`config.mk`:
```
export PLATFORM = sky130hd
export DESIGN_NAME = ray_hit_scoreboard
export DESIGN_NICKNAME = d
export VERILOG_FILES = /design/src/rtl/ray_hit_scoreboard.sv
export SDC_FILE = /design/constraint.sdc
export NUM_CORES = 1
export LEC_CHECK = 0
export BUFFER_PORTS_ARGS = -buffer_cell sky130_fd_sc_hd__buf_2
export CORE_MARGIN = 2
export CORE_UTILIZATION = 40
export CTS_CLUSTER_DIAMETER = 80
export DETAILED_ROUTE_END_ITERATION = 8
export HOLD_SLACK_MARGIN = 0.1
export MAX_ROUTING_LAYER = met4
export PLACE_DENSITY_LB_ADDON = 0.12
export RECOVER_POWER = 100
export SLEW_MARGIN = 20
export SYNTH_ARGS = -nofsm -noshare
export SYNTH_HDL_FRONTEND = slang
export SYNTH_SLANG_ARGS = --single-unit
export TNS_END_PERCENT = 100
```
`constraint.sdc`:
```
create_clock -name clk -period 2 [get_ports clk]
set_input_delay 0.6 -clock clk [delete_from_list [all_inputs] [get_ports clk]]
set_output_delay 0.6 -clock clk [all_outputs]
set_load 0.01 [all_outputs]
```
`src/rtl/ray_hit_scoreboard.sv`:
```
// Delays the reference hit bits by the ray-box pipeline latency and scores them
// against the unit outputs, keeping saturating miss/false-hit error counts.
module ray_hit_scoreboard #(
    parameter int unsigned LANES    = 1,
    parameter int unsigned LATENCY  = 38,
    parameter int unsigned NUM_RAYS = 10000,
    parameter int unsigned CNT_W    = 16,
    parameter int unsigned IDX_W    = $clog2(NUM_RAYS + 1)
) (
    input  logic             clk,
    input  logic             rst,
    input  logic             start,
    input  logic             ref_valid,
    input  logic [LANES-1:0] ref_hit,
    input  logic [LANES-1:0] dut_hit,
    output logic             busy,
    output logic             done,
    output logic [CNT_W-1:0] type1_cnt,
    output logic [CNT_W-1:0] type2_cnt,
    output logic [IDX_W-1:0] checked_cnt,
    output logic [LANES-1:0] err_lane,
    output logic [IDX_W-1:0] first_err_idx
);

    typedef enum logic [1:0] {IDLE, RUN, DRAIN, DONE} state_t;

    state_t             state;
    logic [IDX_W-1:0]   issue_cnt;
    logic [LATENCY-1:0] pipe_vld;
    logic [LANES-1:0]   pipe_ref [LATENCY];

    logic               push_vld;
    logic               out_vld;
    logic [LANES-1:0]   out_ref;
    logic [LANES-1:0]   mism1;
    logic [LANES-1:0]   mism2;
    logic [CNT_W:0]     sum1;
    logic [CNT_W:0]     sum2;
    logic [CNT_W-1:0]   sat1;
    logic [CNT_W-1:0]   sat2;

    function automatic logic [CNT_W:0] popcnt(input logic [LANES-1:0] v);
        logic [CNT_W:0] c;
        c = '0;
        for (int unsigned i = 0; i < LANES; i++) begin
            c = c + (CNT_W+1)'(v[i]);
        end
        return c;
    endfunction

    always_comb begin
        push_vld = (state == RUN) && ref_valid;
        out_vld  = pipe_vld[LATENCY-1];
        out_ref  = pipe_ref[LATENCY-1];
        mism1    = out_ref & ~dut_hit;
        mism2    = ~out_ref & dut_hit;
        sum1     = {1'b0, type1_cnt} + popcnt(mism1);
        sum2     = {1'b0, type2_cnt} + popcnt(mism2);
        // carry out of the widened sum means the counter would wrap
        sat1     = sum1[CNT_W] ? '1 : sum1[CNT_W-1:0];
        sat2     = sum2[CNT_W] ? '1 : sum2[CNT_W-1:0];
    end

    // Reference payload needs no reset: only the valid bits gate its use.
    always_ff @(posedge clk) begin
        pipe_ref[0] <= ref_hit;
        for (int unsigned i = 1; i < LATENCY; i++) begin
            pipe_ref[i] <= pipe_ref[i-1];
        end
    end

    always_ff @(posedge clk or negedge rst) begin
        if (!rst) begin
            state         <= IDLE;
            busy          <= 1'b0;
            done          <= 1'b0;
            pipe_vld      <= '0;
            issue_cnt     <= '0;
            type1_cnt     <= '0;
            type2_cnt     <= '0;
            checked_cnt   <= '0;
            err_lane      <= '0;
            first_err_idx <= '1;
        end else begin
            pipe_vld[0] <= push_vld;
            for (int unsigned i = 1; i < LATENCY; i++) begin
                pipe_vld[i] <= pipe_vld[i-1];
            end

            if (out_vld) begin
                type1_cnt   <= sat1;
                type2_cnt   <= sat2;
                checked_cnt <= checked_cnt + IDX_W'(1);
                err_lane    <= err_lane | mism1 | mism2;
                if ((|(mism1 | mism2)) && (first_err_idx == '1)) begin
                    first_err_idx <= checked_cnt;
                end
            end

            case (state)
                IDLE, DONE: begin
                    if (start) begin
                        state         <= RUN;
                        busy          <= 1'b1;
                        done          <= 1'b0;
                        issue_cnt     <= '0;
                        type1_cnt     <= '0;
                        type2_cnt     <= '0;
                        checked_cnt   <= '0;
                        err_lane      <= '0;
                        first_err_idx <= '1;
                    end
                end
                RUN: begin
                    if (ref_valid) begin
                        issue_cnt <= issue_cnt + IDX_W'(1);
                        if (issue_cnt == IDX_W'(NUM_RAYS - 1)) begin
                            state <= DRAIN;
                        end
                    end
                end
                DRAIN: begin
                    if (out_vld && (checked_cnt == IDX_W'(NUM_RAYS - 1))) begin
                        state <= DONE;
                        busy  <= 1'b0;
                        done  <= 1'b1;
                    end
                end
                default: state <= IDLE;
            endcase
        end
    end

endmodule

```
==> metrics.md, run 1 <==
| Metric | Value |
|---|---|
| Antenna diodes | 0 |
| Reg-to-reg slack, setup | 0.006 ns |
| CP Class | flop to flop |
| Achievable Freq | between 500 and 600 MHz |
| Top-count cell post-synth | dfrtp_1 |
| Final Non-Filler Cells | 794 |
| Post-synthesis cell count | 483 |
| Number of flops mapped to enable cells by yosys | 0 |
| Clk root buf | clkbuf_16 |
| Via/cell ratio | 5.175 |
| Met1 GRT Util | 21.81% |
| WP data arrival | 2.34 ns |
| Post-synth top flop | dfrtp_1 |
| Final Critical Period | 1.994 ns |
| Mapped Area | 0.005697 mm2 |
| Num CTS Buffers | 17 |
| Clock slew at reported path FFs | 0.06 ns |
| Post-Place Cell Area | 0.006581 mm2 |
| Worst reg2reg path startpoint | state[0]$_DFFE_PN0P_ |
| GRT busiest layer | met2 |
| DRT Pass-1 Iters | 4 |
| CP required | 2.34 ns |
| Grt met3 use | 5.074% |
| DR iter-0 viols | around 310 |
| Layout area overhead | 26.58% |
| # placed instances | about 760 |
| Period utilisation layout | 99.71% |
| Final ANT Viol Nets | 0 |
| Avg Inst Size Synth | 11.79 um2 |
| Placer congestion estimate | ~0.83 |
| Post-synthesis mux area share | 0.7687% |
| Asr flop ratio synth | 75.48% |
| Drt wl/cell | roughly 15 um |
| #FFs+latches synth | between 150 and 200 |
| Area leader, netlist | dfrtp_1 |
| Initial Utilization | 41.04% |
| Mapped Nets | 500 |
| Cell Chain, Critical Path | inv_2, ha_4, mux2i_4, or3_4, or4_1, a21oi_1 |
| Cts hold-fix bufs | 0 |
| Simple-gate share of the synthesized area | 16.01% |
| Routed WL | 12.20 mm |
| CP Launch Type | flop |
| Hold Vio Cnt, Final | 0 |
| Share of cells above drive strength 1 | 28.66% |
| Worst IR drop on VDD | 0.0007006 V |
| Dpl hpwl | 8.215 mm |
| Unrepaired setup endpoints after global routing | true |
| Total GRT Usage | 17.51% |
| XOR/XNOR share of the synthesized area | 4.459% |
| Sequential area share after synthesis | 65.06% |
| Die Y | 123.3 um |
| Max FO, Critical Path | 6 |
| Crit-path slowest cell | or4_1 |
| Top post-synthesis cells by area | dfrtp_1 45%, dfxtp_1 13%, dfstp_2 6.5% |
| Finished Cell Area | between 0.007 and 0.008 mm2 |
| Core region area | roughly 0.014 mm2 |
| Relative slew slack | between 40% and 50% |
| Clk_skew | 0.01036 ns |
| Leakage | 3.308 nW |
| Maxcap violations | 0 |
| Synth warnings | 0 |
| M2 GR Usage | between 20% and 30% |
| Clock Sinks | 155 |
| Fin. max-slew vios | 0 |
| HP Class | input pin to asynchronous set/reset pin |
| Vias in the first global route | 4,080 |
| DR vias | a little over 4,000 |
| Main combinational cell family by area after synthesis | simple AND/OR/NAND/NOR gates |
| Clock Tree Buf Depth | 2 |
| # IOs | 69 |
| Global-route wire length before repair | between 15 and 20 mm |
| Die W | 123.3 um |
| PwrDens | roughly 1200 mW/mm2 |
| Total gr overflow | 0 |
| Port bufs | 68 |
| Clock Latency Late Sink | 0.42 ns |
| Largest net degree at the start of global routing | 45 |
| CP Capture Type | flop |
| CTS tree | done |
| Yosys cell types | 48 |
| Synth top cells by count | 103 x dfrtp_1, 38 x dfxtp_1, 37 x nand2_1, 34 x a21oi_1, 28 x nor2_1 |
| Residual DRC count | 0 |
| Worst Tran Pin Value | ~0.86 ns |
| Run status | finished clean |
| Post-synth top area share | between 40% and 50% |
| Post-Synth Adder-Cell Area | 2.416% |
| Rows | 43 |
| Die area | 0.01521 mm2 |
| Compound-Gate Fraction of Synth Area | 9.554% |
| Nets | 618 |
| FF-to-FF End | issue_cnt[10]$_DFFE_PN0P_ |
| Largest stage delay, worst path | 0.47 ns |
| H-tree depth | 4 |
| Final setup viols | 0 |
| Cells on worst reg2reg path | 6 |
| Antenna violations before repair | 0 |
## metrics by stage
stage | util, % | total power, mW | setup slack [ns] | TNS (ns) | hold WS [ns]
after floorplan | - | 4.983 | 0.01367 | 0 | 0.3044
after global placement | 47.41 | 5.757 | -0.09450 | -1.247 | 0.3098
after detailed placement | 47.41 | 5.806 | -0.1695 | -2.334 | 0.3121
after CTS | 51.83 | 9.010 | -0.007551 | -0.007551 | 0.1475
after global routing | 51.95 | 9.437 | -0.04291 | -0.08334 | 0.2625
final | 51.95 | 8.930 | 0.005834 | 0 | 0.2886
## area by class of cell
cell class / count / area, um2
Sequential cell: 155 / 3707
Multi-Input combinational cell: 302 / 1956
Clock inverter: 11 / 78.83
Timing Repair Buffer: 113 / 684.4
Fill cell: 1211 / 6670
Tap cell: 180 / 225.2
Inverter: 12 / 45.04
Clock buffer: 21 / 514.2
## worst max-delay path, delay by kind of cell, from the launching register on
kind,cells,cell delay (ns)
buf+inv,1,0.09
simple gates,2,0.88
compound gates,1,0.15
fa+ha+maj,1,0.22
flops,1,0.40
mux,1,0.19
## what timing repair did
item	CTS	global route
setup endpoints to repair	4	8
pin swaps	2	4
hold endpoints to repair	0	0
gates resized for setup	1	8
buffers inserted	2	2
## worst max-delay path by stage
stage	slack, ns	cells past startpoint	start	end
floorplan	0.01	6	state[1]$_DFFE_PN0P_	issue_cnt[13]$_DFFE_PN0P_
global placement	-0.09	7	dut_hit	type2_cnt[12]$_DFF_PN0_
detailed placement	-0.17	8	dut_hit	type1_cnt[11]$_DFF_PN0_
CTS	-0.008	6	state[0]$_DFFE_PN0P_	issue_cnt[10]$_DFFE_PN0P_
global route	-0.04	6	state[0]$_DFFE_PN0P_	issue_cnt[10]$_DFFE_PN0P_
finish	0.006	6	state[0]$_DFFE_PN0P_	issue_cnt[10]$_DFFE_PN0P_
## state kept, by name, summed over array words and instances (netlist names)
name,cells
issue_cnt,14
checked_cnt,14
state,2
err_lane,1
done,1
type1_cnt,16
busy,1
type2_cnt,16
pipe_ref,38
pipe_vld,38
first_err_idx,14
## cells in the final DEF (no fill, tap or decap), types with 9 or more instances in the layout
cell type / netlist / final
xnor2_1: 19 / 19
nand4_1: 17 / 17
dfxtp_1: 38 / 38
xor2_1: 10 / 10
dfstp_2: 14 / 14
buf_4: 0 / 41
clkbuf_16: 0 / 20
dfrtp_1: 103 / 102
inv_1: 12 / 11
nand3_1: 18 / 18
nor2_1: 28 / 28
nor4_1: 11 / 10
nand2_1: 37 / 37
a21oi_1: 34 / 32
ha_1: 11 / 9
nor3_1: 13 / 12
o21ai_0: 24 / 24
buf_2: 1 / 67
## power by group
group,internal (mW),switching [mW]
registers,3.70,0.297
clock network,1.85,1.27
logic,0.789,1.02
## metal layers
metal,up-vias,wire [um]
met5,-,0
met4,0,48
met3,4,571
met2,85,5844
met1,2041,5731
li1,1979,-
## cells by family after synthesis
logic type | count (synthesis)
buffers and inverters | 26
and+or+nand+nor | 169
muxes | 4
xor gates and xnor gates | 29
adders and majority gates | 11
AOI/OAI and AO/OA | 89
DFF | 155
Power figures use the tool's default switching activity.
==> run 2, diff against run 1 <==
--- a/config.mk
+++ b/config.mk
@@ -6,12 +6,13 @@
 export NUM_CORES = 1
 export LEC_CHECK = 0
 export BUFFER_PORTS_ARGS = -buffer_cell sky130_fd_sc_hd__buf_2
-export CORE_MARGIN = 2
-export CORE_UTILIZATION = 40
+export CELL_PAD_IN_SITES_DETAIL_PLACEMENT = 2
+export CELL_PAD_IN_SITES_GLOBAL_PLACEMENT = 2
+export CORE_MARGIN = 4
+export CORE_UTILIZATION = 35
 export CTS_CLUSTER_DIAMETER = 80
 export DETAILED_ROUTE_END_ITERATION = 8
 export HOLD_SLACK_MARGIN = 0.1
-export MAX_ROUTING_LAYER = met4
 export PLACE_DENSITY_LB_ADDON = 0.12
 export RECOVER_POWER = 100
 export SLEW_MARGIN = 20
==> metrics.md, run 2 (same netlist as run 1, synthesis figures left out) <==
| Metric | Value |
|---|---|
| Run status | finished with violations |
| Failing checks | setup timing |
| Die W | approximately 140 um |
| Num CTS Buffers | 17 |
| HP Class | input pin to flop |
| CTS tree | done |
| Regs by FF count | pipe_ref x38, pipe_vld x38 |
| # placed instances | 799 |
| Layout area overhead | 29.72% |
| Maxcap violations | 0 |
| CP Launch Type | flop |
| Antenna violations before repair | 0 |
| Worst IR drop on VDD | 0.0006978 V |
| Clock slew at reported path FFs | 0.06 ns |
| Initial Utilization | 35.73% |
| Placer congestion estimate | 0.7774 |
| # IOs | 69 |
| Routed WL | 16.07 mm |
| Hold Vio Cnt, Final | 0 |
| Die Y | 135.6 um |
| Worst reg2reg path startpoint | state[0]$_DFFE_PN0P_ |
| Clk root buf | clkbuf_16 |
| Unrepaired setup endpoints after global routing | true |
| Leakage | 3.363 nW |
| Cts hold-fix bufs | 0 |
| Area of the multi-input gates | 0.001994 mm2 |
| Clk_skew | 0.006689 ns |
| Die area | 0.01838 mm2 |
| Cells on worst reg2reg path | 6 |
| PwrDens | 1257 mW/mm2 |
| Core region area | 0.01594 mm2 |
| Period utilisation layout | 100.4% |
| Relative slew slack | 1.159% |
| Cell Chain, Critical Path | inv_2, ha_4, mux2i_4, or3_4, or4_4, a21oi_2 |
| H-tree depth | 4 |
| Hold Path End | pipe_ref[0][0]$_DFF_P_ |
| Sw power | 2.754 mW |
| Final Non-Filler Cells | around 840 |
| CP Capture Type | flop |
| Clock power share | 35.1% |
| Register area | 0.003707 mm2 |
| Crit-path slowest cell | or4_4 |
| Clock Latency Late Sink | between 0.4 and 0.5 ns |
| # fillers | 1,620 |
| Vias in the first global route | 4,871 |
| FF-to-FF End | issue_cnt[10]$_DFFE_PN0P_ |
| Hold_sp | ref_hit |
| Rows | 46 |
| Clock Sinks | 155 |
| DR vias | 4,263 |
| Dpl hpwl | slightly above 10 mm |
| Achievable Freq | 497.8 MHz |
| Worst Hold Path Cells | 1 |
| Share of cells above drive strength 1 | 30.72% |
| Comb pwr share | 21.6% |
| Final Critical Period | 2.009 ns |
| Global-route wire length before repair | 26.30 mm |
| Via/cell ratio | 5.069 |
| Final worst slack | -0.008772 ns |
| Leading cell type in the layout, fill and taps excluded | dfrtp_1 |
| Largest stage delay, worst path | approximately 0.50 ns |
| Finished Cell Area | 0.007390 mm2 |
| Reg-to-reg slack, setup | -0.009 ns |
| Switching share of total power | 29.66% |
| Final setup viols | 2 |
| Total GRT Usage | a little under a fifth |
| Largest net degree at the start of global routing | 64 |
| WP data arrival | between 2 and 2.5 ns |
| CP Class | flop to flop |
| Flop pwr share | 43.4% |
| Total gr overflow | 0 |
| Nets | 629 |
| Residual DRC count | 0 |
| CP required | 2.34 ns |
| Max FO, Critical Path | 4 |
| Pint | 6.531 mW |
| Most frequent cells in the layout | 102 x dfrtp_1, 68 x buf_2, 52 x buf_4 |
| Worst Tran Pin Value | 1.483 ns |
| Port bufs | just under 70 |
| Drt wl/cell | 19.11 um |
| Hold WS | 0.2795 ns |
| DRT Pass-1 Iters | 4 |
| Fin. max-slew vios | 0 |
| Final ANT Viol Nets | 0 |
| Final Total Pwr | 9.285 mW |
| DR iter-0 viols | 151 |
| Setup TNS Final | -0.01035 ns |
| Clock Tree Buf Depth | 2 |
| Antenna diodes | 0 |
| Post-Place Cell Area | ~0.0067 mm2 |
run 2: layout make-up:
type                       instances  share of cell area [%]
multi-input combinational        302                   26.99
inverter                          12                  0.6095
sequential                       155                   50.17
clock inverter                     7                  0.9990
tap                              216                   3.657
timing repair buffer             124                   10.43
clock buffer                      25                   7.145
run 2: layer usage:
layer  up-vias  track usage [%]  routed length [um]
met5         -                0                   0
met4         0            5.655                 199
met3        17            3.492                 365
met2        62            32.16                8355
met1      2192            22.94                7154
li1       1992                -                   -
run 2: how the worst max path moves through the flow:
stage,from,endpoint,slack [ns],depth (start not counted)
finish,state[0]$_DFFE_PN0P_,issue_cnt[10]$_DFFE_PN0P_,-0.009,6
global route,state[0]$_DFFE_PN0P_,issue_cnt[10]$_DFFE_PN0P_,-0.05,6
CTS,state[0]$_DFFE_PN0P_,issue_cnt[12]$_DFFE_PN0P_,-0.01,6
detailed placement,dut_hit,type2_cnt[12]$_DFF_PN0_,-0.26,7
global placement,dut_hit,type2_cnt[12]$_DFF_PN0_,-0.13,7
floorplan,state[1]$_DFFE_PN0P_,issue_cnt[13]$_DFFE_PN0P_,0.01,6
run 2: stage by stage:
stage,setup WS [ns],util (%)
floorplan,0.01367,-
global placement,-0.1262,41.80
detailed placement,-0.2592,41.80
CTS,-0.01371,45.90
global route,-0.05253,46.35
finish,-0.008772,46.35
run 2: critical path, delay by kind of cell, from the launching register on:
kind / cells / cell delay (ns)
AOI/OAI and AO/OA: 1 / 0.13
DFF: 1 / 0.42
buffers and inverters: 1 / 0.08
muxes: 1 / 0.19
adders and majority gates: 1 / 0.21
and+or+nand+nor: 2 / 0.90
run 2: what timing repair did:
action	CTS	global route
resized for setup	2	16
pin swaps	7	10
setup buffers	6	4
setup endpoints to repair	4	17
run 2: power groups by stage:
stage                     sequential (mW)  clock (mW)  combinational [mW]
after global placement               4.04           0                1.75
after global routing                 4.09        3.50                2.23
after detailed placement             4.06           0                1.83
after floorplan                      4.05           0               0.937
after CTS                            4.04        3.35                1.95
final                                4.03        3.26                2.00
==> run 3, diff against run 2 <==
--- a/config.mk
+++ b/config.mk
@@ -5,11 +5,12 @@
 export SDC_FILE = /design/constraint.sdc
 export NUM_CORES = 1
 export LEC_CHECK = 0
+export ABC_AREA = 1
 export BUFFER_PORTS_ARGS = -buffer_cell sky130_fd_sc_hd__buf_2
 export CELL_PAD_IN_SITES_DETAIL_PLACEMENT = 2
 export CELL_PAD_IN_SITES_GLOBAL_PLACEMENT = 2
 export CORE_MARGIN = 4
-export CORE_UTILIZATION = 35
+export CORE_UTILIZATION = 33
 export CTS_CLUSTER_DIAMETER = 80
 export DETAILED_ROUTE_END_ITERATION = 8
 export HOLD_SLACK_MARGIN = 0.1
==> metrics.md, run 3 <==
| Metric | Value |
|---|---|
| Run status | finished clean |
| Die area | 0.02154 mm2 |
| Area of the multi-input gates | around 0.0022 mm2 |
| Post-synth top area share | between 40 and 50% |
| Cell Chain, Critical Path | inv_1, ha_1, inv_1, nor2_1, inv_2, buf_4, nand4_1, inv_1, nand2_1, nor2_1, nor2_1 |
| Total gr overflow | 0 |
| WP data arrival | 2.12 ns |
| Antenna violations before repair | 0 |
| DR iter-0 viols | around 150 |
| Synth warnings | 0 |
| Setup TNS Final | 0 ns |
| # placed instances | 1,019 |
| DRT Pass-1 Iters | 4 |
| Total GRT Usage | 17.20% |
| Maxcap violations | 0 |
| Drt wl/cell | 16.86 um |
| Die Y | 146.8 um |
| Worst path top cell family by delay | buffers and inverters |
| Die W | 146.8 um |
| CP Launch Type | flop |
| Final setup viols | 0 |
| Routed WL | approximately 18 mm |
| Clk_skew | about 0.013 ns |
| Via/cell ratio | 4.814 |
| Mapped Nets | 703 |
| Clock slew at reported path FFs | 0.07 ns |
| Clk root buf | clkbuf_16 |
| Fin. max-slew vios | 0 |
| Register area | 0.003706 mm2 |
| # IOs | 69 |
| Synth top cells by count | 165 x nand2_1, 103 x dfrtp_1, 75 x nor2_1, 69 x inv_1, 54 x nand3_1 |
| Regs by FF count | pipe_ref x38, pipe_vld x38 |
| Vias in the first global route | 5,673 |
| Area leader, netlist | dfrtp_1 |
| Hold Vio Cnt, Final | 0 |
| Port bufs | 68 |
| Period utilisation layout | approximately 90% |
| Achievable Freq | 554.7 MHz |
| Layout area overhead | 18.73% |
| PwrDens | roughly 1200 mW/mm2 |
| Initial Utilization | 33.74% |
| Crit-path slowest cell | dfrtp_1 |
| Max FO, Critical Path | 8 |
| CP Capture Type | flop |
| Mapped Area | ~0.0064 mm2 |
| # Post-CTS Setup Buffers | 0 |
| Global-route wire length before repair | 29.97 mm |
| DR vias | 5,059 |
| Worst Tran Pin Value | 1.110 ns |
| Leakage | 3.508 nW |
| Buf/Inv on CP | 5 |
| Nets | between 700 and 800 |
| Top-count cell post-synth | nand2_1 |
| CTS tree | done |
| Number of flops mapped to enable cells by yosys | 0 |
| Avg Inst Size Synth | 9.262 um2 |
| Rows | 50 |
| Post-synth top flop | dfrtp_1 |
| Final Non-Filler Cells | 1,051 |
| Unrepaired setup endpoints after global routing | false |
| Core region area | 0.01883 mm2 |
| Clock Latency Late Sink | 0.43 ns |
| Clock Sinks | 155 |
| Largest net degree at the start of global routing | just under 80 |
| Leading cell type in the layout, fill and taps excluded | nand2_1 |
| Final ANT Viol Nets | 0 |
| Relative slew slack | a little over a quarter |
| Final Total Pwr | 9.229 mW |
| Yosys cell types | 48 |
| # fillers | between 2,000 and 2,500 |
| Share of cells above drive strength 1 | 11.50% |
| CP Class | flop to flop |
| Final Critical Period | between 1.5 and 2 ns |
| Core Util, Final | between 40% and 50% |
| Dpl hpwl | 12.40 mm |
| Antenna diodes | 0 |
| HP Class | input pin to flop |
| H-tree depth | 4 |
| Top post-synthesis cells by area | dfrtp_1 41%, dfxtp_1 12%, nand2_1 9.7% |
| #FFs+latches synth | about 160 |
| Placer congestion estimate | approximately 0.77 |
| Post-synthesis cell count | 686 |
| Residual DRC count | 0 |
| Most frequent cells in the layout | 166 x nand2_1, 103 x dfrtp_1, 76 x nor2_1 |
| CP required | 2.32 ns |
| Worst IR drop on VDD | ~0.00068 V |
| Largest stage delay, worst path | around 0.4 ns |
| Clock Tree Buf Depth | 2 |
| Asr flop ratio synth | 75.48% |
| Sequential area share after synthesis | 58.33% |
| Num CTS Buffers | 17 |
[run 3: final timing paths]
| path | slack, ns | endpoint | depth (start not counted) | start |
|---|---|---|---|---|
| min in group asynchronous | 0.51 | type2_cnt[14]$_DFF_PN0_ | 2 | rst |
| max in group asynchronous | 0.79 | issue_cnt[6]$_DFFE_PN0P_ | 2 | rst |
| min | 0.27 | pipe_ref[0][0]$_DFF_P_ | 1 | ref_hit |
| min reg2reg | 0.32 | pipe_ref[0][4]$_DFF_P_ | 0 | pipe_ref[0][3]$_DFF_P_ |
| max | 0.20 | issue_cnt[10]$_DFFE_PN0P_ | 11 | state[0]$_DFFE_PN0P_ |
| max reg2reg | 0.20 | issue_cnt[10]$_DFFE_PN0P_ | 11 | state[0]$_DFFE_PN0P_ |
[run 3: per-layer routing]
layer / track usage (%) / routed length (um) / up-vias
met5: 0 / 0 / -
met4: 4.563 / 155 / 0
met3: 3.362 / 446 / 13
met2: 30.74 / 9180 / 56
met1: 21.23 / 7933 / 2593
li1: - / - / 2397
[run 3: area by class of cell]
cell class,instances,share of cell area (%)
Clock inverter,12,1.625
Sequential cell,155,49.13
Clock buffer,20,6.071
Timing Repair Buffer,89,6.054
Tap cell,260,4.312
Multi-Input combinational cell,440,29.04
Inverter,75,3.765
[run 3: kinds of logic after synthesis]
family                     count (synthesis)  synth area share, %
buffers and inverters                     91                6.617
adders and majority gates                 11                2.166
AOI/OAI and AO/OA                         61                5.652
xor gates and xnor gates                   9                1.241
DFF                                      155                58.33
and+or+nand+nor                          358                25.84
muxes                                      1               0.1575
[run 3: timing repair]
item	CTS	global route
gates resized for setup	0	2
endpoints found under the setup margin	0	1
hold buffers	0	0
[run 3: stage by stage]
stage               worst slack [ns]  cell area [um2]  hold WS (ns)
floorplan                     0.1603             6354        0.3044
global placement            -0.09695             7086        0.3098
detailed placement           -0.1853             7086        0.3139
CTS                           0.1123             7666        0.2025
global route                 0.02580             7543        0.2661
finish                        0.1972             7543        0.2748
[run 3: power by group]
group / switching [mW] / internal [mW]
sequential: 0.349 / 3.69
clock: 1.45 / 1.73
combinational: 1.37 / 0.638
[run 3: worst register-to-register path, stage by stage (launching register included)]
cell and delay (ns):
dfrtp_1 0.40, inv_1 0.06, ha_1 0.33, inv_1 0.12
nor2_1 0.07, inv_2 0.06, buf_4 0.16, nand4_1 0.15
inv_1 0.12, nand2_1 0.08, nor2_1 0.10, nor2_1 0.05
